File: src/rtl/writeback_unit.sv
// Writeback arbiter: merges in-order load responses and ALU results into one
// registered register-bank write port, tracking pending load destinations for hazards.
module writeback_unit #(
  parameter int DEPTH = 4
) (
  input  logic                     clock,
  input  logic                     reset_n,
  input  logic                     alu_valid,
  input  logic [4:0]               alu_rd,
  input  logic [31:0]              alu_data,
  input  logic                     alu_link_valid,
  input  logic [31:0]              alu_link_data,
  output logic                     alu_ready,
  input  logic                     ld_issue_valid,
  input  logic [4:0]               ld_issue_rd,
  output logic                     ld_issue_ready,
  input  logic                     ld_resp_valid,
  input  logic [31:0]              ld_resp_data,
  input  logic [4:0]               rh_addr,
  input  logic [4:0]               ro_addr,
  output logic                     stall,
  output logic [4:0]               RdAddress,
  output logic [31:0]              WriteData,
  output logic                     write_condition,
  output logic [1:0]               TypeCode,
  output logic                     Load,
  output logic                     should_store_link,
  output logic [31:0]              new_LinkValue,
  output logic [$clog2(DEPTH):0]   count,
  output logic                     err_underflow
);

  localparam int PW = $clog2(DEPTH);
  localparam logic [PW:0] FULL = (PW + 1)'(DEPTH);
  localparam logic [1:0] TYPE_ALU  = 2'b00;
  localparam logic [1:0] TYPE_LOAD = 2'b01;

  // Handshakes: a transfer happens on a posedge where valid && ready are both high;
  // ready never depends on valid. A load response has no ready and is always consumed.
  logic [4:0]       pendRd [DEPTH];
  logic [DEPTH-1:0] pendValid;
  logic [PW-1:0]    wrPtr, rdPtr;
  logic             armed;
  logic             push, pop, aluAccept;
  logic             wawHit, hazardRh, hazardRo;

  always_comb begin
    wawHit   = 1'b0;
    hazardRh = 1'b0;
    hazardRo = 1'b0;
    for (int i = 0; i < DEPTH; i++) begin
      if (pendValid[i]) begin
        if (pendRd[i] == alu_rd)  wawHit   = 1'b1;
        if (pendRd[i] == rh_addr) hazardRh = 1'b1;
        if (pendRd[i] == ro_addr) hazardRo = 1'b1;
      end
    end
  end

  // armed blocks ALU writes on the first edge after reset release
  assign ld_issue_ready = (count < FULL);
  assign alu_ready      = armed && !ld_resp_valid && !wawHit;
  assign push           = ld_issue_valid && ld_issue_ready;
  assign pop            = ld_resp_valid && (count != '0);
  assign aluAccept      = alu_valid && alu_ready;
  assign stall          = hazardRh || hazardRo ||
                          (write_condition && ((RdAddress == rh_addr) || (RdAddress == ro_addr)));

  always_ff @(posedge clock) begin
    if (push) pendRd[wrPtr] <= ld_issue_rd;
  end

  always_ff @(posedge clock or negedge reset_n) begin
    if (!reset_n) begin
      pendValid <= '0;
      wrPtr     <= '0;
      rdPtr     <= '0;
      count     <= '0;
      armed     <= 1'b0;
      err_underflow <= 1'b0;
    end else begin
      armed <= 1'b1;
      if (push) begin
        pendValid[wrPtr] <= 1'b1;
        wrPtr            <= wrPtr + 1'b1;
      end
      if (pop) begin
        pendValid[rdPtr] <= 1'b0;
        rdPtr            <= rdPtr + 1'b1;
      end
      unique case ({push, pop})
        2'b10:   count <= count + 1'b1;
        2'b01:   count <= count - 1'b1;
        default: count <= count;
      endcase
      if (ld_resp_valid && (count == '0)) err_underflow <= 1'b1;
    end
  end

  // Bank-side outputs: address/data/type hold between writes, strobes return to 0
  always_ff @(posedge clock or negedge reset_n) begin
    if (!reset_n) begin
      RdAddress         <= '0;
      WriteData         <= '0;
      write_condition   <= 1'b0;
      TypeCode          <= TYPE_ALU;
      Load              <= 1'b0;
      should_store_link <= 1'b0;
      new_LinkValue     <= '0;
    end else if (pop) begin
      RdAddress         <= pendRd[rdPtr];
      WriteData         <= ld_resp_data;
      write_condition   <= 1'b1;
      TypeCode          <= TYPE_LOAD;
      Load              <= 1'b1;
      should_store_link <= 1'b0;
    end else if (aluAccept) begin
      RdAddress         <= alu_rd;
      WriteData         <= alu_data;
      write_condition   <= 1'b1;
      TypeCode          <= TYPE_ALU;
      Load              <= 1'b0;
      should_store_link <= alu_link_valid;
      if (alu_link_valid) new_LinkValue <= alu_link_data;
    end else begin
      write_condition   <= 1'b0;
      Load              <= 1'b0;
      should_store_link <= 1'b0;
    end
  end

endmodule

File: config.mk
export PLATFORM = sky130hd
export DESIGN_NAME = writeback_unit
export DESIGN_NICKNAME = d
export VERILOG_FILES = /design/src/rtl/writeback_unit.sv
export SDC_FILE = /design/constraint.sdc
export NUM_CORES = 1
export LEC_CHECK = 0
export ABC_AREA = 1
export BUFFER_PORTS_ARGS = -buffer_cell sky130_fd_sc_hd__buf_2
export CORE_ASPECT_RATIO = 0.75
export CORE_MARGIN = 2
export CORE_UTILIZATION = 45
export DETAILED_ROUTE_END_ITERATION = 12
export GPL_TIMING_DRIVEN = 1
export PLACE_DENSITY = 0.84
export RECOVER_POWER = 25
export SETUP_SLACK_MARGIN = 0.4
export SKIP_CTS_REPAIR_TIMING = 1
export SYNTH_ARGS = -nofsm -noshare
export SYNTH_HDL_FRONTEND = slang
export SYNTH_SLANG_ARGS = --single-unit
File: constraint.sdc
create_clock -name clock -period 2.6 [get_ports clock]
set_input_delay 0.39 -clock clock [delete_from_list [all_inputs] [get_ports clock]]
set_output_delay 0.39 -clock clock [all_outputs]
set_load 0.01 [all_outputs]
==> results_dict.tcl <==
set metrics [dict create \
    dieWidth_um 135 \
    antenna-diode-count 0 \
    ff_latch_area_sq_um 2750 \
    hold_class "primary input to asynchronous set/reset pin" \
    antenna_left 0 \
    final_cells 1118 \
    finalSetupViolCount 0 \
    netlist_instances 752 \
    crit_fanout 4 \
    antenna_found_initial 0 \
    leakage_nw 4.09 \
    die-area_sq_um 13900 \
    clk_latency_ps 340 \
    wl_per_cell_um 14.7 \
    slew_viol_final 0 \
    p_comb_share_pct 37.6 \
    grt_pass1_wl_um 25200 \
    internal_power_mw 3.92 \
    p_sw_share_pct 38.9 \
    synth-edff-count 20 \
    synth.avg_cell_area_sq_um 7.74 \
    syn-num-nets 884 \
    gp_congestion 0.994 \
    drive_gt1_share_pct 26.5 \
    fin_setup_tns_ps 0 \
    critPathTopFamily "simple AND/OR/NAND/NOR gates" \
    placed_cells 1088 \
    ys_seq_area_share_pct 47.3 \
    cp_slowest_cell "edfxtp_1" \
    synthArstFlopShare_pct 81.1 \
    cp_num_buf_inv 2 \
    yosys_warnings 0 \
    timing.final.crit_share_pct 83.4 \
    endpoint_kind "output pin" \
    critPathMaxStageDelay_ps 480 \
    drtIter0Drc 338 \
    fin_nets 1079 \
    max_clock_freq_mhz 461 \
    area_growth_pct 25.8 \
    io_buffers 201 \
    clkTransAtPathRegs_ps 70 \
    clock_sinks 106 \
    die_y_um 102 \
    yosysUniqueCellTypes 32 \
    path_cells "or2_4, a21oi_1, nand3_1, nand2_1, nand2_1, nand2_1, inv_1, nand2_1, buf_2" \
    vias 5642 \
    slew_headroom_pct 23.1 \
    drc 0 \
    ys.flop_type "dfrtp_1" \
    finClkSkew_ps 17.2 \
    path_common_cell "nand2_1" \
    status "finished, final reports clean" \
    ir_drop_mv 0.482 \
    cts_buffer_depth 2 \
    vias_per_cell 5.05 \
    nFillCells 1156 \
    critical_path_class "flip-flop to output pin" \
    rsz0062_at_grt "yes" \
    start_kind "flip-flop" \
    switchingPower_mw 2.50 \
    cp.arrival_ps 1780 \
    netlist_top_cells_area "dfrtp_1 (37%), nand2_1 (21%), edfxtp_1 (10%)" \
    p_seq_share_pct 40.7 \
    overflow 0 \
    num_rows 35 \
    cp.required_ps 2210 \
    cts_root_buf "clkbuf_16" \
    critPathLaunch "pendRd[1][4]" \
    cts_made_buffers 9 \
    rr_startpoint "pendRd[0][1]" \
    max_cap_violations 0 \
    core_sq_um 12400 \
    grt_pass1_vias 5010 \
    drt-total-wl_um 16400 \
    yosysTopAreaCell "dfrtp_1" \
    initial_core_util_pct 46.8 \
    grt_max_degree 44 \
    power_frac_clock_pct 21.6 \
    gr-usage-all-layers_pct 23.2 \
    final_hold_viol_count 0 \
    yosysTopAreaCellShare_pct 37.0 \
    drt_first_pass_iters 6 \
    worst_pin_slew_ps 1150 \
    io_pins 203 \
    hpwl_um 12100 \
    power.density_nw_per_um2 877 \
    cts_tree "done" \
    ys_ff_latch 106 \
    synthesis.area_sq_um 5820 \
    fin_crit_ps 2170 \
    htree_num_levels 3 \
    multiInputGateArea_sq_um 2660 \
]
-- stage by stage --
step | setup slack [ps] | utilization [%] | area (sq um) | hold WS, ps | power, mW
6_report | 431 | 58.9 | 7320 | 264 | 6.42
5_1_grt | 185 | 58.9 | 7320 | 295 | 6.90
4_1_cts | 310 | 58.1 | 7230 | 72.1 | 6.44
3_5_place_dp | 567 | 55.6 | 6920 | 435 | 5.04
3_3_place_gp | 576 | 55.6 | 6920 | 424 | 4.96
2_1_floorplan | 491 | - | 5820 | 94.4 | 4.05
-- power by group through the flow --
| stage | combinational, mW | clock, mW | sequential (mW) |
|---|---|---|---|
| 2_1_floorplan | 1.29 | 0 | 2.76 |
| 3_3_place_gp | 2.33 | 0 | 2.63 |
| 3_5_place_dp | 2.41 | 0 | 2.63 |
| 4_1_cts | 2.41 | 1.42 | 2.61 |
| 5_1_grt | 2.73 | 1.49 | 2.68 |
| 6_report | 2.42 | 1.39 | 2.62 |
-- cells in the mapped netlist, drive strengths merged (2+ instances only) --
library cell / number
xor2: 25
edfxtp: 20
inv: 45
a21oi: 19
nand3: 53
nor3: 3
buf: 20
clkbuf: 25
xnor2: 19
o21ai: 22
conb: 2
clkinv: 2
ha: 9
nor2: 36
nand2: 322
nand4: 36
dfrtp: 86
a211oi: 2
-- flip-flops by register name, summed over array words and instances (netlist names) --
register and count:
pendRd 20, count 3, TypeCode 1, write_condition 1
WriteData 32, err_underflow 1, RdAddress 5, pendValid 4
Load 1, rdPtr 2, should_store_link 1, wrPtr 2
new_LinkValue 32, armed 1
-- layer usage --
layer | part of all wire, % | up-vias | global-route usage, %
li1 | - | 2767 | -
met4 | 1.3 | 0 | 4.81
met2 | 45 | 261 | 37.0
met1 | 43 | 2594 | 32.0
met5 | 0 | - | 0
met3 | 10 | 20 | 6.65
-- worst register-to-register path: cells and delay by family (launching register included) --
kind	cells	cell delay (ps)
AND/OR/NAND/NOR	9	840
buffers and inverters	3	600
flip-flops	1	460
-- cell families (layout without fill, tap and decap cells) --
| kind of cell | count (synthesis) | count (layout) | synth area share [%] |
|---|---|---|---|
| and+or+nand+nor | 451 | 451 | 32.2 |
| other | 2 | 2 | 0.129 |
| DFF | 106 | 106 | 47.3 |
| xor gates and xnor gates | 44 | 44 | 6.62 |
| AOI/OAI and AO/OA | 47 | 47 | 4.30 |
| adders and majority gates | 10 | 10 | 2.28 |
| buffers and inverters | 92 | 292 | 7.14 |
-- area by class of cell --
class | count | share of cell area, %
multi-input cells | 554 | 36.4
well taps | 166 | 2.84
clock inverters | 7 | 1.18
repair buffers | 229 | 16.5
flip-flops and latches | 106 | 37.6
clock buffers | 9 | 3.08
inverters | 47 | 2.41
-- path summary, 6_finish.rpt --
kind | slack, ps | cells past startpoint | end
min in group clock | 290 | 3 | new_LinkValue[8]
worst max register to register | 600 | 12 | new_LinkValue[29]
worst min register to register | 470 | 2 | TypeCode[0]
max in group asynchronous | 580 | 2 | rdPtr[0]
worst max-delay path | 430 | 9 | stall
worst min-delay path | 260 | 1 | RdAddress[1]
-- placed cells by master, fill, tap and decap left out, drive strengths merged --
| master | instances |
|---|---|
| a21oi | 19 |
| a211oi | 2 |
| o21ai | 22 |
| xnor2 | 19 |
| inv | 47 |
| dlymetal6s4s | 1 |
| o21bai | 1 |
| clkinv | 6 |
| nand4 | 36 |
| o31ai | 1 |
| fa | 1 |
| conb | 2 |
| xor2 | 25 |
| buf | 221 |
| nand2 | 322 |
| a21boi | 1 |
| nor2 | 36 |
| nor3 | 3 |
| nand3 | 53 |
| bufinv | 1 |
| o211ai | 1 |
| dfrtp | 86 |
| edfxtp | 20 |
| ha | 9 |
| clkbuf | 16 |
| or2 | 1 |
Note: power is estimated with default switching activity, not from simulation.
